File: src/rtl/qed_pkg.sv
// Shared constants and types for the QED instruction buffer.
// Holds the NOP encoding, the record/replay state enum and the default depth.
package qed_pkg;

  localparam logic [31:0] QED_NOP   = 32'h0000_0013;
  localparam int          QED_DEPTH = 16;

  typedef enum logic {
    ORIG = 1'b0,
    DUP  = 1'b1
  } qed_state_t;

endpackage

File: src/rtl/qed_ibuf_ram.sv
// Storage for one QED round of original instructions.
// It has one synchronous write port and one combinational read port. The storage is not reset.
module qed_ibuf_ram #(
  parameter int DEPTH  = 16,
  parameter int ADDR_W = 4
) (
  input  logic              clk,
  input  logic              i_wr_en,
  input  logic [ADDR_W-1:0] i_wr_addr,
  input  logic [31:0]       i_wr_data,
  input  logic [ADDR_W-1:0] i_rd_addr,
  output logic [31:0]       o_rd_data
);

  logic [31:0] r_mem [DEPTH];

  // Capture an original instruction into its fetch-order slot.
  always_ff @(posedge clk) begin
    if (i_wr_en) begin
      r_mem[i_wr_addr] <= i_wr_data;
    end
  end

  assign o_rd_data = r_mem[i_rd_addr];

endmodule

File: src/rtl/qed_instruction_buffer.sv
// Records the original instructions of a QED round and then replays them in fetch order as duplicates.
// It also exposes the original and duplicate counts that the consistency check compares.
module qed_instruction_buffer
  import qed_pkg::*;
#(
  parameter int DEPTH  = QED_DEPTH,
  parameter int ADDR_W = $clog2(DEPTH)
) (
  input  logic              clk,
  input  logic              rst_n,
  input  logic              ena,
  input  logic              exec_dup,
  input  logic              stall_IF,
  input  logic              instr_vld,
  input  logic [31:0]       ifu_qed_instruction,
  output logic [31:0]       qic_qimux_instruction,
  output logic              dup_active,
  output logic [ADDR_W:0]   num_orig_insts,
  output logic [ADDR_W:0]   num_dup_insts,
  output logic              buffer_full,
  output logic              qed_check_valid
);

  localparam int CNT_W = ADDR_W + 1;

  qed_state_t        r_state;
  logic [ADDR_W-1:0] r_wr_ptr;
  logic [ADDR_W-1:0] r_rd_ptr;
  logic [CNT_W-1:0]  r_num_orig;
  logic [CNT_W-1:0]  r_num_dup;
  logic [31:0]       r_instr;
  logic              r_dup_active;
  logic              r_check_valid;

  logic              w_active;
  logic              w_wr_en;
  logic [CNT_W-1:0]  w_orig_next;
  logic              w_go_dup;
  logic              w_dup_done;
  logic [31:0]       w_rd_data;

  assign w_active    = ena && !stall_IF;
  assign buffer_full = (r_num_orig == CNT_W'(DEPTH));
  assign w_wr_en     = w_active && (r_state == ORIG) && instr_vld && !buffer_full;
  assign w_orig_next = r_num_orig + {{ADDR_W{1'b0}}, w_wr_en};
  // The write in this cycle counts towards the round size, so exec_dup together with the first write is accepted.
  assign w_go_dup    = (w_orig_next == CNT_W'(DEPTH)) ||
                       (exec_dup && (w_orig_next != {CNT_W{1'b0}}));
  assign w_dup_done  = (r_num_dup == r_num_orig);

  qed_ibuf_ram #(
    .DEPTH  (DEPTH),
    .ADDR_W (ADDR_W)
  ) u_ram (
    .clk       (clk),
    .i_wr_en   (w_wr_en),
    .i_wr_addr (r_wr_ptr),
    .i_wr_data (ifu_qed_instruction),
    .i_rd_addr (r_rd_ptr),
    .o_rd_data (w_rd_data)
  );

  // Record/replay FSM together with the pointers, counters and registered outputs.
  always_ff @(posedge clk or negedge rst_n) begin
    if (!rst_n) begin
      r_state       <= ORIG;
      r_wr_ptr      <= {ADDR_W{1'b0}};
      r_rd_ptr      <= {ADDR_W{1'b0}};
      r_num_orig    <= {CNT_W{1'b0}};
      r_num_dup     <= {CNT_W{1'b0}};
      r_instr       <= QED_NOP;
      r_dup_active  <= 1'b0;
      r_check_valid <= 1'b0;
    end else if (stall_IF) begin
      r_state       <= r_state;
      r_wr_ptr      <= r_wr_ptr;
      r_rd_ptr      <= r_rd_ptr;
      r_num_orig    <= r_num_orig;
      r_num_dup     <= r_num_dup;
      r_instr       <= r_instr;
      r_dup_active  <= r_dup_active;
      r_check_valid <= r_check_valid;
    end else if (!ena) begin
      r_state       <= ORIG;
      r_wr_ptr      <= {ADDR_W{1'b0}};
      r_rd_ptr      <= {ADDR_W{1'b0}};
      r_num_orig    <= {CNT_W{1'b0}};
      r_num_dup     <= {CNT_W{1'b0}};
      r_instr       <= instr_vld ? ifu_qed_instruction : QED_NOP;
      r_dup_active  <= 1'b0;
      r_check_valid <= 1'b0;
    end else begin
      case (r_state)
        ORIG: begin
          r_dup_active  <= 1'b0;
          r_check_valid <= 1'b0;
          if (w_wr_en) begin
            r_instr    <= ifu_qed_instruction;
            r_wr_ptr   <= r_wr_ptr + ADDR_W'(1);
            r_num_orig <= w_orig_next;
          end else begin
            r_instr <= QED_NOP;
          end
          r_state <= w_go_dup ? DUP : ORIG;
        end
        DUP: begin
          // The cycle after the last duplicate has issued closes the round while both counts are still visible.
          if (w_dup_done) begin
            r_state       <= ORIG;
            r_wr_ptr      <= {ADDR_W{1'b0}};
            r_rd_ptr      <= {ADDR_W{1'b0}};
            r_num_orig    <= {CNT_W{1'b0}};
            r_num_dup     <= {CNT_W{1'b0}};
            r_instr       <= QED_NOP;
            r_dup_active  <= 1'b0;
            r_check_valid <= 1'b1;
          end else begin
            r_instr       <= w_rd_data;
            r_dup_active  <= 1'b1;
            r_rd_ptr      <= r_rd_ptr + ADDR_W'(1);
            r_num_dup     <= r_num_dup + CNT_W'(1);
            r_check_valid <= 1'b0;
          end
        end
        default: begin
          r_state       <= ORIG;
          r_wr_ptr      <= {ADDR_W{1'b0}};
          r_rd_ptr      <= {ADDR_W{1'b0}};
          r_num_orig    <= {CNT_W{1'b0}};
          r_num_dup     <= {CNT_W{1'b0}};
          r_instr       <= QED_NOP;
          r_dup_active  <= 1'b0;
          r_check_valid <= 1'b0;
        end
      endcase
    end
  end

  assign qic_qimux_instruction = r_instr;
  assign dup_active            = r_dup_active;
  assign num_orig_insts        = r_num_orig;
  assign num_dup_insts         = r_num_dup;
  // The pulse is held through a stall and stays masked until the stall releases.
  assign qed_check_valid       = r_check_valid && !stall_IF;

  // Keep w_active referenced so the enable qualifier stays available for debug probes.
  logic w_unused;
  assign w_unused = w_active;

endmodule

File: config.mk
export PLATFORM = sky130hd
export DESIGN_NAME = qed_instruction_buffer
export DESIGN_NICKNAME = d
export VERILOG_FILES = /design/src/rtl/qed_pkg.sv /design/src/rtl/qed_ibuf_ram.sv /design/src/rtl/qed_instruction_buffer.sv
export SDC_FILE = /design/constraint.sdc
export NUM_CORES = 1
export LEC_CHECK = 0
export CELL_PAD_IN_SITES_DETAIL_PLACEMENT = 0
export CELL_PAD_IN_SITES_GLOBAL_PLACEMENT = 1
export CORE_AREA = 2 2 305 156
export DETAILED_ROUTE_END_ITERATION = 6
export DIE_AREA = 0 0 307 158
export HOLD_SLACK_MARGIN = 0.02
export PLACE_DENSITY_LB_ADDON = 0.1
export RECOVER_POWER = 25
export SETUP_SLACK_MARGIN = 0.3
export SLEW_MARGIN = 25
export SYNTH_ARGS = -nofsm -noshare
export SYNTH_HDL_FRONTEND = slang
export SYNTH_SLANG_ARGS = --single-unit
File: constraint.sdc
create_clock -name clk -period 3 [get_ports clk]
set_clock_uncertainty 0.1 [all_clocks]
set_input_delay 0.9 -clock clk [delete_from_list [all_inputs] [get_ports clk]]
set_output_delay 0.9 -clock clk [all_outputs]
set_load 0.05 [all_outputs]
* Word level (Yosys, flattened, before mapping)
Memories as Yosys holds them, arrays and structs flattened. Cells that the tools add are included. Widths: inputs -> output; s select.
Word-level totals: register bits after elaboration 53, RAM bits 512, output and inout bits 45, memories 1
Operators by class: add/subtract/negate cells 4, eq/ne operators 6, muxes and demuxes 30, bitwise operators 2, reduce and logical (&&, ||, !) cells 12
Memory list:
- u_ram.r_mem | depth 16, width 32, rd ports 1, clocked after Yosys merged registers in 0, wr ports 1, RTL line qed_ibuf_ram.sv:15 | logic [31:0] r_mem [DEPTH];
Operator list (count):
- $mux 32 | 4
- $pmux 32 s2 | 1
- $mux 5 | 6
- $mux 4 | 6
- $eq 5x5->1 const B | 2
- $pmux 5 s2 | 1
- $add 4x1->4 const B | 2
- $mux 1 | 8
- $pmux 4 s2 | 1
- $logic_and 1x1->1 | 6
- $pmux 1 s2 | 3
- $add 5x1->5 | 1
- $add 5x1->5 const B | 1
- $eq 5x5->1 | 1
- $reduce_bool 5->1 | 1
- $ne 3x2->1 const B | 1
- $ne 3x3->1 const B | 1
- $reduce_and 3->1 | 1
- $logic_not 1->1 | 2
- $ne 2x1->1 const B | 1
- $not 1->1 | 2
- $reduce_and 2->1 | 1
- $logic_or 1x1->1 | 1

* Longest topological paths before layout
depth in word-level cells 12, mapped depth 12, mapped depth without buffers 10

* Hierarchy
Synthesis repeated with hierarchy kept, for this count alone.
Second synthesis, totals: cell total of the unflattened synthesis 1056, area, all modules 21883.5 um2
Modules (own cells, without submodules):
- qed_ibuf_ram | instances 1, cells each 806, area each 19194.7 um2, sequential area each 15374.7 um2
- qed_instruction_buffer | instances 1, cells each 250, area each 2688.8 um2, sequential area each 1330.0 um2

* Least setup slack after synthesis
OpenSTA, ideal clock, no wires.
path type input -> register, start input port stall_IF, end memory u_ram.r_mem[13][0], enable pin, arrival 2.753 ns, required time 2.509 ns, path slack -0.245 ns, cell stages on the path 6, cell sequence clkbuf_1 -> and4bb_2 -> o21ai_4 -> inv_1 -> clkbuf_1 -> and4_1
Between the ends: word-level cells in the longest chain between the ends 7
RTL lines:
- start, declared | RTL line qed_instruction_buffer.sv:13 | input logic stall_IF,
- $logic_not 1->1 | RTL line qed_instruction_buffer.sv:42 | assign w_active = ena && !stall_IF;
- $logic_and 1x1->1 | RTL line qed_instruction_buffer.sv:42
- $logic_and 1x1->1 (3 in series) | RTL line qed_instruction_buffer.sv:44 | assign w_wr_en = w_active && (r_state == ORIG) && instr_vld && !buffer_full;
- $mux 1 | RTL line qed_ibuf_ram.sv:19 | if (i_wr_en) begin
- $mux 1 (implied by the code) | RTL line qed_ibuf_ram.sv:20 | r_mem[i_wr_addr] <= i_wr_data;
- end, declared | RTL line qed_ibuf_ram.sv:15
No other way between the ends.

* Worst setup path in the final report
start register r_num_orig[2] (netlist: num_orig_insts[2]), end output port buffer_full
Between the ends: word-level cells in the longest chain between the ends 1
RTL lines:
- start, declared | RTL line qed_instruction_buffer.sv:29 | logic [CNT_W-1:0] r_num_orig;
- start signal, assigned | RTL line qed_instruction_buffer.sv:69 | r_num_orig <= {CNT_W{1'b0}};
- start signal, assigned | RTL line qed_instruction_buffer.sv:78 | r_num_orig <= r_num_orig;
- start signal, assigned | RTL line qed_instruction_buffer.sv:87 | r_num_orig <= {CNT_W{1'b0}};
- $eq 5x5->1 | RTL line qed_instruction_buffer.sv:43 | assign buffer_full = (r_num_orig == CNT_W'(DEPTH));
- end, declared | RTL line qed_instruction_buffer.sv:20 | output logic buffer_full,
No other way between the ends.

==> impl_metrics.csv <==
group,metric,value,unit
power_and_ir_drop,p_sw_share,21.1,%
logic_synthesis,syn_inst,1034,
route,wl,53.5,mm
floorplanning,die_w,307,um
logic_synthesis,synth_edf_count,512,
min_path,hold_start,"dup_active",
layout,num-nets-final,1279,
place,place_ws,-0.252,ns
floorplanning,rows,56,
run,drv_cap,0,
layout,layout-drive-gt1-share,27.7,%
layout,fill_cells,3490,
logic_synthesis,yosys-top-cells-count,"edfxtp_1 (512), mux4_2 (128), a22oi_1 (59)",
power_and_ir_drop,combPwrFrac,3.9,%
grt,grt_max_degree,41,
grt,grt_pass1_vias,11000,
setup_path,critical_path_class,"register to primary output",
setup_path,worstSetupEndpointType,"primary output",
logic_synthesis,synth_most_common_cell,"edfxtp_1",
min_path,min_path_cells,2,
clocking,cts_tree,"done",
power_and_ir_drop,leakage,0.00863,uW
floorplanning,start_util,47.2,%
clocking,clockBufferDepth,3,
route,avgRoutedWirePerCell,28.4,um
grt,grt_pass1_wl,78.2,mm
grt,grt_util_all_layers,22.7,%
logic_synthesis,avgSynthCellArea,21.1,um^2
power_and_ir_drop,p_int,12100,uW
grt,antenna_found_initial,0,
setup_path,reg2reg_depth,11,
clocking,insertion_delay,0.59,ns
power_and_ir_drop,ir_drop,418,uV
place,gp_congestion,0.809,
route,dr_total_vias,11200,
sta,worst_pin_slew,1.24,ns
sta,rsz0062_at_grt,"true",
logic_synthesis,syn_area,21800,um^2
power_and_ir_drop,pwr_density_cell,590,nW/um^2
sta,clock.fmax,352,MHz
power_and_ir_drop,p_switching,3240,uW
logic_synthesis,yosysSeqAreaShare,76.7,%
route,drc,0,
logic_synthesis,yosysWarningCount,0,
logic_synthesis,synth.ff_latch_count,565,
sta,setup_ws,0.162,ns
logic_synthesis,synth_cell_types,43,
floorplanning,dieHeight,158,um
logic_synthesis,yosys.area.top_type,"edfxtp_1",
clocking,cts_made_buffers,49,
sta,hold_viol,0,
floorplanning,die_area,48500,um^2
sta,finalSetupViolCount,0,
clocking,root_buffer,"clkbuf_16",
logic_synthesis,synth_fp_nets,1080,
sta,slew_violations,0,
setup_path,rrSetupSlack,0.31,ns
clocking,ctsHoldBuffers,0,
setup_path,cp_max_fo,2,
min_path,min_path_type,"register to register",
status,status,"completed",
power_and_ir_drop,power_frac_clock,39.5,%
sta,tns,0,ns
logic_synthesis,netlist.area_leader.share,70.6,%
route,via_per_inst,5.93,
floorplanning,io_pins,83,
logic_synthesis,ys_top_cells_by_area,"edfxtp_1 (71%), mux4_2 (13%), dfrtp_1 (5.7%)",
route,dr.pass1.iters,5,
logic_synthesis,async_flop_share,9.38,%
sta,relSlewSlack,17.5,%
setup_path,r2r_end,"r_state",
power_and_ir_drop,power,15400,uW
place,port_buffers,82,
sta,period_needed,2.84,ns
floorplanning,fp.coreArea,46100,um^2
layout,area_growth,19.5,%
place,dp.final_hpwl,34.9,mm
sta,fin_crit_sh,94.6,%
logic_synthesis,synth_flop_cell,"edfxtp_1",
route,final_antenna_net_count,0,
min_path,holdPathEnd,"dup_active",
clocking,path_clk_slew,0.07,ns
grt,overflow,0,
setup_path,cp-start-kind,"register",
place,place_area,24600,um^2
clocking,htreeDepth,2,
sta,holdWs,0.389,ns
layout,fin_area,26000,um^2
clocking,cts.sinks,565,
setup_path,r2r-start,"num_orig_insts[2]",
setup_path,arrival,1.84,ns
setup_path,worstPathRequired,2.00,ns
power_and_ir_drop,seq_power_share,56.6,%
route,drt-initial-drc-count,1291,
## repair_timing
action / in CTS / in global routing
endpoints found under the setup margin: 43 / 4
setup buffers: 0 / 6
gates cloned: 0 / 0
pin swaps: 0 / 1
gates resized for setup: 42 / 4
## cell type report
cell class              instances  area [um^2]  area share [%]
diodes                          1         2.50         0.00961
clock buffers                  61         1270            4.88
clock inverters                30          229           0.880
inverters                      12         45.0           0.173
multi-input cells             392         4800            18.5
flip-flops and latches        565        16700            64.2
well taps                     609          762            2.93
repair buffers                213         2200            8.44
## flip-flops by register name, summed over array words and instances, names as in the netlist
name                   count
r_state                    1
r_check_valid              1
qic_qimux_instruction     32
dup_active                 1
num_orig_insts             5
r_wr_ptr                   4
num_dup_insts              5
u_ram.r_mem              512
r_rd_ptr                   4
## cells in the final DEF, fill, tap and decap left out, types with 9 or more instances in the layout
master,Yosys,routed
clkinv_1,0,14
buf_4,6,74
buf_12,0,42
nor2_1,19,16
dlygate4sd2_1,0,40
inv_1,12,11
o21ai_0,12,12
mux4_2,128,128
dlygate4sd3_1,0,16
nand2_1,28,28
edfxtp_1,512,512
clkdlybuf4s50_1,0,19
clkbuf_1,30,30
clkbuf_16,0,49
dfrtp_1,50,44
a221o_1,29,29
clkinv_2,0,9
a21oi_1,36,36
a22oi_1,59,59
xor2_1,13,13
## power groups by stage
stage | registers (uW) | clock network [uW] | logic, uW
3_3_place_gp | 8850 | 0 | 644
4_1_cts | 8680 | 6190 | 628
3_5_place_dp | 8850 | 0 | 653
5_1_grt | 8690 | 6520 | 646
6_report | 8680 | 6060 | 604
2_1_floorplan | 8970 | 0 | 144
## per-stage QoR
step | instances | util, %
3_5_place_dp | 1785 | 53.4
3_3_place_gp | 1785 | 53.4
5_1_grt | 1882 | 56.4
6_report | 1883 | 56.5
2_1_floorplan | 1034 | -
4_1_cts | 1876 | 56.5
## how the worst max path moves through the flow
stage / startpoint / to / slack, ns
2_1_floorplan: stall_IF / u_ram.r_mem[0][0] / 0.15
3_3_place_gp: instr_vld / u_ram.r_mem[1][17] / -0.24
3_5_place_dp: instr_vld / u_ram.r_mem[1][17] / -0.25
4_1_cts: num_orig_insts[1] / buffer_full / 0.08
5_1_grt: num_orig_insts[2] / buffer_full / 0.1
6_report: num_orig_insts[2] / buffer_full / 0.16
## layer usage
| layer | routed length (um) | global-route usage (%) | vias up | part of all wire (%) |
|---|---|---|---|---|
| li1 | - | - | 4739 | - |
| met2 | 22600 | 31.6 | 403 | 42 |
| met3 | 3540 | 4.51 | 53 | 6.6 |
| met5 | 0 | 0 | - | 0 |
| met4 | 707 | 4.25 | 0 | 1.3 |
| met1 | 26700 | 37.0 | 5965 | 50 |
## critical path: stages, from the launching register on
cell	delay, ns
dfrtp_2	0.40
or4b_4	0.59
nor2_4	0.13
buf_12	0.14
## kinds of logic (layout without fill, tap and decap cells)
group / after synthesis / in the layout / share of synthesized area (%)
and+or+nand+nor: 86 / 86 / 2.01
other: 0 / 1 / 0
AOI/OAI and AO/OA: 153 / 153 / 5.11
DFF: 565 / 565 / 76.7
adders and majority gates: 8 / 8 / 0.460
buffers and inverters: 77 / 316 / 1.79
muxes: 131 / 131 / 13.4
xor gates and xnor gates: 14 / 14 / 0.563
(Power assumes the default switching activity.)
